$ cat src/rtl/spi_serializer_pkg.sv
// Shared types and helpers for the SPI serializer.
package spi_serializer_pkg;

    // Serializer FSM states.
    typedef enum logic [1:0] {
        IDLE  = 2'd0,
        SHIFT = 2'd1,
        HOLD  = 2'd2,
        GAP   = 2'd3
    } state_t;

    // Counter width able to hold n-1, never narrower than one bit.
    function automatic int cnt_width(input int n);
        return ($clog2(n) < 1) ? 1 : $clog2(n);
    endfunction

endpackage

$ cat src/rtl/spi_serializer_sclk.sv
// Serial clock divider: sclk low for CLK_DIV cycles, then high for CLK_DIV cycles.
// While en_i is low the divider parks with sclk low and the counter reloaded,
// so every new word starts with a full low half-period.
module sclk_gen
    import spi_serializer_pkg::*;
#(
    parameter int CLK_DIV = 2
) (
    input  logic clk,
    input  logic rst,
    input  logic en_i,
    output logic sclk_o,
    output logic rise_o,
    output logic fall_o
);

    localparam int DW = cnt_width(CLK_DIV);
    localparam logic [DW-1:0] DIV_TOP = DW'(CLK_DIV - 1);

    logic [DW-1:0] div_q, div_d;
    logic          sclk_q, sclk_d;

    // Next divider count, sclk level and the edge strobes for the current cycle.
    always_comb begin
        div_d  = DIV_TOP;
        sclk_d = 1'b0;
        rise_o = 1'b0;
        fall_o = 1'b0;
        if (en_i) begin
            if (div_q == '0) begin
                div_d  = DIV_TOP;
                sclk_d = ~sclk_q;
                rise_o = ~sclk_q;
                fall_o = sclk_q;
            end else begin
                div_d  = div_q - 1'b1;
                sclk_d = sclk_q;
            end
        end
    end

    // Divider state register.
    always_ff @(posedge clk) begin
        if (rst) begin
            div_q  <= DIV_TOP;
            sclk_q <= 1'b0;
        end else begin
            div_q  <= div_d;
            sclk_q <= sclk_d;
        end
    end

    assign sclk_o = sclk_q;

endmodule

$ cat src/rtl/spi_serializer.sv
// SPI mode-0 word serializer with frame-level chip select.
// Handshake: a word moves on any rising clk edge where s_valid && s_ready;
// s_ready never depends combinationally on s_valid, so the source may hold
// s_valid high and change s_data freely while s_ready is low.
module spi_serializer
    import spi_serializer_pkg::*;
#(
    parameter int WORD_WIDTH = 8,
    parameter int CLK_DIV    = 2,
    parameter int CS_GAP     = 2
) (
    input  logic                  clk,
    input  logic                  rst,
    input  logic                  s_valid,
    output logic                  s_ready,
    input  logic [WORD_WIDTH-1:0] s_data,
    input  logic                  s_last,
    input  logic                  lsb_first,
    output logic                  sclk,
    output logic                  sd,
    output logic                  cs_n,
    output logic                  busy
);

    localparam int BW = cnt_width(WORD_WIDTH);
    localparam int GW = cnt_width(CS_GAP);
    localparam logic [BW-1:0] BIT_TOP = BW'(WORD_WIDTH - 1);
    localparam logic [GW-1:0] GAP_TOP = GW'(CS_GAP - 1);

    state_t                  state_q, state_d;
    logic [BW-1:0]           bit_q, bit_d;
    logic [GW-1:0]           gap_q, gap_d;
    logic [WORD_WIDTH-1:0]   shreg_q, shreg_d;
    logic                    lsb_q, lsb_d;
    logic                    last_q, last_d;
    logic                    sd_q, sd_d;
    logic                    cs_n_q, cs_n_d;
    logic                    last_bit_q, last_bit_d;
    logic                    in_reset_q;

    logic sclk_w, rise_w, fall_w;
    logic word_end, ready_w, xfer;

    sclk_gen #(.CLK_DIV(CLK_DIV)) u_sclk (
        .clk    (clk),
        .rst    (rst),
        .en_i   (state_q == SHIFT),
        .sclk_o (sclk_w),
        .rise_o (rise_w),
        .fall_o (fall_w)
    );

    // last_bit_q marks that the final bit's rising edge has passed, so the
    // next falling strobe closes the word.
    assign word_end = fall_w && last_bit_q;
    assign ready_w  = !in_reset_q &&
                      ((state_q == IDLE) || (state_q == HOLD) ||
                       ((state_q == SHIFT) && word_end && !last_q));
    assign xfer     = s_valid && ready_w;

    // Next-state logic: load on transfer, otherwise shift, hold or release cs_n.
    always_comb begin
        state_d    = state_q;
        bit_d      = bit_q;
        gap_d      = gap_q;
        shreg_d    = shreg_q;
        lsb_d      = lsb_q;
        last_d     = last_q;
        sd_d       = sd_q;
        cs_n_d     = cs_n_q;
        last_bit_d = last_bit_q;
        if (xfer) begin
            // Only possible in IDLE, HOLD or at the very end of a word.
            state_d    = SHIFT;
            cs_n_d     = 1'b0;
            shreg_d    = s_data;
            lsb_d      = lsb_first;
            last_d     = s_last;
            bit_d      = BIT_TOP;
            last_bit_d = 1'b0;
            sd_d       = lsb_first ? s_data[0] : s_data[WORD_WIDTH-1];
        end else begin
            case (state_q)
                SHIFT: begin
                    if (rise_w && (bit_q == '0)) begin
                        last_bit_d = 1'b1;
                    end
                    if (word_end) begin
                        if (last_q) begin
                            state_d = GAP;
                            cs_n_d  = 1'b1;
                            gap_d   = GAP_TOP;
                        end else begin
                            state_d = HOLD;
                        end
                    end else if (fall_w) begin
                        bit_d = bit_q - 1'b1;
                        if (lsb_q) begin
                            shreg_d = shreg_q >> 1;
                            sd_d    = shreg_q[1];
                        end else begin
                            shreg_d = shreg_q << 1;
                            sd_d    = shreg_q[WORD_WIDTH-2];
                        end
                    end
                end
                GAP: begin
                    if (gap_q == '0) begin
                        state_d = IDLE;
                    end else begin
                        gap_d = gap_q - 1'b1;
                    end
                end
                default: begin
                    state_d = state_q;
                end
            endcase
        end
    end

    // State and datapath registers; reset aborts any word in flight.
    always_ff @(posedge clk) begin
        if (rst) begin
            state_q    <= IDLE;
            bit_q      <= '0;
            gap_q      <= '0;
            shreg_q    <= '0;
            lsb_q      <= 1'b0;
            last_q     <= 1'b0;
            sd_q       <= 1'b0;
            cs_n_q     <= 1'b1;
            last_bit_q <= 1'b0;
            in_reset_q <= 1'b1;
        end else begin
            state_q    <= state_d;
            bit_q      <= bit_d;
            gap_q      <= gap_d;
            shreg_q    <= shreg_d;
            lsb_q      <= lsb_d;
            last_q     <= last_d;
            sd_q       <= sd_d;
            cs_n_q     <= cs_n_d;
            last_bit_q <= last_bit_d;
            in_reset_q <= 1'b0;
        end
    end

    assign sclk    = sclk_w;
    assign sd      = sd_q;
    assign cs_n    = cs_n_q;
    assign busy    = (state_q != IDLE);
    assign s_ready = ready_w;

endmodule

$ cat config.mk
export PLATFORM = sky130hd
export DESIGN_NAME = spi_serializer
export DESIGN_NICKNAME = d
export VERILOG_FILES = /design/src/rtl/spi_serializer_pkg.sv /design/src/rtl/spi_serializer_sclk.sv /design/src/rtl/spi_serializer.sv
export SDC_FILE = /design/constraint.sdc
export NUM_CORES = 1
export LEC_CHECK = 0
export CAP_MARGIN = 20
export CORE_MARGIN = 3
export CORE_UTILIZATION = 30
export DETAILED_ROUTE_END_ITERATION = 6
export GPL_TIMING_DRIVEN = 0
export HOLD_SLACK_MARGIN = 0.12
export REMOVE_ABC_BUFFERS = 1
export SLEW_MARGIN = 20
export SYNTH_ARGS = -nofsm -noshare
export SYNTH_HDL_FRONTEND = slang
export SYNTH_SLANG_ARGS = --single-unit
export TNS_END_PERCENT = 20
$ cat constraint.sdc
create_clock -name clk -period 2.8 [get_ports clk]
set_input_delay 0.42 -clock clk [delete_from_list [all_inputs] [get_ports clk]]
set_output_delay 0.42 -clock clk [all_outputs]
set_load 0.02 [all_outputs]
Word-level counts from Yosys, hierarchy flattened. Index checks and enable logic that the tools add are counted. Widths: inputs -> output; s select.

Register bits after elaboration: 22. Bits of input ports: 13. Output and inout bits: 5.

$add $sub $neg: 3. Equality and inequality tests: 9. Multiplexer cells: 31. Bitwise operators: 4. Reduce and logical (&&, ||, !) cells: 28.

Operators with widths (number): $mux 8 (5); $mux 1 (18); $mux 3 (4); $reduce_and 3->1 (4); $reduce_bool 2->1 (6); $logic_and 1x1->1 (6); $ne 2x2->1 const B (3); $ne 3x3->1 const B (2); $eq 2x2->1 const B (2); $mux 2 (2); $not 1->1 (4); $pmux 2 s2 (1); $reduce_and 4->1 (1); $reduce_or 2->1 (2); $logic_not 3->1 (1); $reduce_bool 3->1 (1); $reduce_or 3->1 (1); $sub 3x1->3 const B (1); $eq 2x1->1 const B (1); $logic_not 1->1 (2); $logic_not 2->1 (1); $logic_or 1x1->1 (2); $ne 2x1->1 const B (1); $pmux 1 s2 (1); 2 further kinds (3).

Depth between registers and ports, before layout.
Word-level depth: 10. Depth in mapped cells: 6.

By module. Synthesis repeated with hierarchy kept, for this count alone.

Cell total of the unflattened synthesis: 120. Area, all modules: 1147.4 sq um.

By module, submodules not included: spi_serializer (times used 1, cells each 113, area each 1061.0 sq um, sequential area each 400.4 sq um); sclk_gen (times used 1, cells each 7, area each 86.3 sq um, sequential area each 40.0 sq um).

Worst setup path after synthesis. OpenSTA, ideal clock, no wires.

Path type: register to output. Start: reg u_sclk.sclk_q (netlist: u_sclk.sclk_o). End: out s_ready. Arrival: 1.188 ns. Required time: 2.380 ns. Setup slack: 1.192 ns. Stages on the path, launching flop included: 5. Cell sequence: dfxtp_1 > and3b_1 > buf_6 > a21boi_0 > nor2_1.

Cells in the longest elaborated chain, start to end: 7.

RTL lines: start, declared (RTL line spi_serializer_sclk.sv:21) `logic sclk_q, sclk_d;`; start signal, assigned (RTL line spi_serializer_sclk.sv:49) `sclk_q <= sclk_d;`; $mux 1 (RTL line spi_serializer_sclk.sv:30) `if (div_q == '0) begin`; $mux 1 (RTL line spi_serializer_sclk.sv:29) `if (en_i) begin`; $logic_and 1x1->1 (RTL line spi_serializer.sv:55) `assign word_end = fall_w && last_bit_q;`; $logic_and 1x1->1 (2 in a row) (RTL line spi_serializer.sv:58) `((state_q == SHIFT) && word_end && !last_q));`; $logic_or 1x1->1 (RTL line spi_serializer.sv:57) `((state_q == IDLE) || (state_q == HOLD) ||`; $logic_and 1x1->1 (RTL line spi_serializer.sv:56) `assign ready_w = !in_reset_q &&`; end, declared (RTL line spi_serializer.sv:15) `output logic s_ready,`.

No other way between the ends.

Worst setup path in the final report. Ends and elaborated chain as after synthesis.

==> results.md <==
- Status: completed
- Core Rows: 21
- Crit path cell chain: and3b_1 > a21boi_0 > nor2_1 > clkdlybuf4s50_1
- Critical path endpoint category: primary output
- Switching power: 0.000151 W
- Static leakage: ~0.44 nW
- Initial drt markers: 58
- Fill cell count: 345
- Fin worst setup slack: 0.475 ns
- Data arrival time of the worst path: 1.90 ns
- Number of nets with antenna violations after routing: 0
- Pins over their slew limit: 0
- CTS hold repair buffers: 0
- P&R area growth vs syn: 18.3%
- Setup crit start kind: flop
- Mean area per synthesized cell: 9.72 um2
- Die Area: between 4000 and 5000 um2
- Share of the synthesized area in the top cell type: 38.7%
- Top cells by count, synth: 22 x dfxtp_1, 17 x a21oi_1, 11 x nand3_1
- Largest area contributor in the netlist: dfxtp_1
- Post-route cell area: 1350 um2
- Required time of the critical path: 2.38 ns
- # setup viols final: 0
- Resized cells post-CTS: 0
- FMAX: about 0.43 GHz
- Gr usage total: between 10% and 20%
- Ys flop type: dfxtp_1
- Non-Filler Instances: approximately 180
- Clock share of power: 30.4%
- Root Buffer: clkbuf_8
- Count leader, synth: dfxtp_1
- Power per cell area: between 400 and 500 nW/um2
- Nets@finish: 147
- CP peak stage delay: 0.60 ns
- FF+latch count, synth: 22
- RSZ-0062 raised after global routing: no
- Share of layout cells above drive strength 1: 16.2%
- Detailed placement HPWL: between 1500 and 2000 um
- Worst-Skew Late Latency: 0.26 ns
- Avg WL per Cell: 12.3 um
- VDD IR max: 0.000265 V
- Antenna cells: 0
- Pint: 0.000475 W
- Largest net degree at the start of global routing: 23
- Skew final: 0.00274 ns
- Die Y: 67.6 um
- Initial standard-cell utilization of the core: 32.5%
- Max_slew headroom: between 40% and 50%
- CTS tree: built
- Pre-CTS WS: 0.740 ns
- Number of vias per cell: 4.99
- CTS Sinks: 22
- Worst setup path class: flop to primary output
- Logic gate share of total power: around 15%
- Via count: 879
- Ys async rst share: 0%
- Synthesis Warnings: 0
- Switching Share: around a quarter
- Slew @ Worst Pin: 0.779 ns
- Synthesized netlist cell count: 117
- Initial antenna violation count: 0
- Placed Area: 1300 um2
- Routability cong.: ~0.74
- Total gr overflow: 0
- DP Cell Count: 173
- Register clock-pin slew on the reported worst setup and hold paths: 0.07 ns
- Maxcap violations: 0
- Final Hold Viols: 0
- Seq/Total Area, Yosys: 38.7%
- Post-synthesis cell type count: 38
- Die width: about 68 um
- Vias in the first global route: 905
- Core area: 3490 um2
- Ranking of synthesized cells by area: dfxtp_1 39%, a21oi_1 7.5%, mux2_2 5.0%
- Post-CTS Setup Bufs: 0
- Inserted Clock Buffers: 3
- First-pass GRT wire length: 3870 um
- Bufs on Longest Clock Path: 2
- Number of enable flip-flop cells after synthesis: 0
- DRC violations left: 0
- Fin crit period: 2.32 ns
- Routed WL: 2170 um
- PortBufs: 17
- Tot Pwr: 0.000626 W
- Io pins: 18
- Seq pwr share: 54.9%
- Hold/Removal Path Class: flop to flop
- DRT Pass-1 Iters: 4
- CTS H-tree lvls: 1
- Slowest cell on crit path: clkdlybuf4s50_1
- Fin crit share: 83.0%
- Fin Setup TNS: 0 ns
- Post-Synthesis Cell Area: between 1000 and 1500 um2
- CP max FO: 6
power by group through the flow:
stage / Combinational, W / Sequential (W) / Clock [W]
final: 0.0000918 / 0.000343 / 0.000190
after global routing: 0.000103 / 0.000346 / 0.000211
after CTS: 0.0000931 / 0.000343 / 0.000200
after detailed placement: 0.0000928 / 0.000351 / 0
after global placement: 0.0000917 / 0.000350 / 0
after floorplan: 0.0000515 / 0.000349 / 0
cell usage in the layout (no fill, tap or decap), drive strengths merged, types with 2 or more instances in the layout:
cell / netlist / routed
a211oi: 4 / 4
nor3: 2 / 2
clkdlybuf4s50: 0 / 17
inv: 5 / 5
mux2: 5 / 5
nor3b: 2 / 2
a21oi: 18 / 18
a22oi: 5 / 5
mux2i: 2 / 2
nor2: 4 / 4
nand3b: 2 / 2
nor2b: 2 / 2
clkbuf: 2 / 3
o21ai: 3 / 3
ha: 2 / 2
xor2: 2 / 2
nand3: 11 / 11
dfxtp: 22 / 22
nand2: 6 / 6
nor4b: 2 / 2
flip-flops by register name, indices dropped and copies added, names as in the netlist:
signal	count
bit_q	3
cs_n	1
gap_q	1
in_reset_q	1
last_bit_q	1
last_q	1
lsb_q	1
sd	1
shreg_q	8
state_q	2
u_sclk.div_q	1
u_sclk.sclk_o	1
worst paths after layout:
check	slack, ns	depth (start not counted)	from	endpoint
max	0.48	4	u_sclk.sclk_o	s_ready
min	0.47	1	u_sclk.div_q	u_sclk.div_q
max reg2reg	1.27	4	u_sclk.div_q	sd
min reg2reg	0.47	1	u_sclk.div_q	u_sclk.div_q
metrics by stage:
| step | hold slack (ns) | util (%) |
|---|---|---|
| finish | 0.470 | 38.5 |
| global placement | 0.448 | 37.3 |
| floorplan | 0.423 | - |
| detailed placement | 0.452 | 37.3 |
| global route | 0.506 | 38.5 |
| CTS | 0.469 | 38.5 |
critical path: cells and delay by family (launching register included):
family                 cells  cell delay (ns)
buffers and inverters      1             0.60
and+or+nand+nor            2             0.46
DFF                        1             0.41
AOI/OAI and AO/OA          1             0.17
logic make-up (layout without fill, tap and decap cells):
| kind of cell | count (synthesis) | count (layout) | synth area share (%) |
|---|---|---|---|
| AOI/OAI and AO/OA | 36 | 36 | 23.4 |
| xor gates and xnor gates | 3 | 3 | 2.31 |
| adders and majority gates | 2 | 2 | 2.20 |
| buffers and inverters | 12 | 25 | 7.04 |
| DFF | 22 | 22 | 38.7 |
| muxes | 7 | 7 | 6.71 |
| and+or+nand+nor | 35 | 35 | 19.6 |
cell type report:
class	count	area, um2	share of cell area (%)
multi-input combinational	83	617	45.9
sequential	22	440	32.7
timing repair buffer	17	170	12.7
tap	46	57.6	4.28
clock buffer	3	41.3	3.07
inverter	5	18.8	1.40
layer usage:
layer	GRT usage (%)	part of all wire, %
met4	1.52	0.46
met3	3.00	4.1
met1	12.7	48
met5	0	0
met2	19.4	48
(Power assumes the default switching activity.)
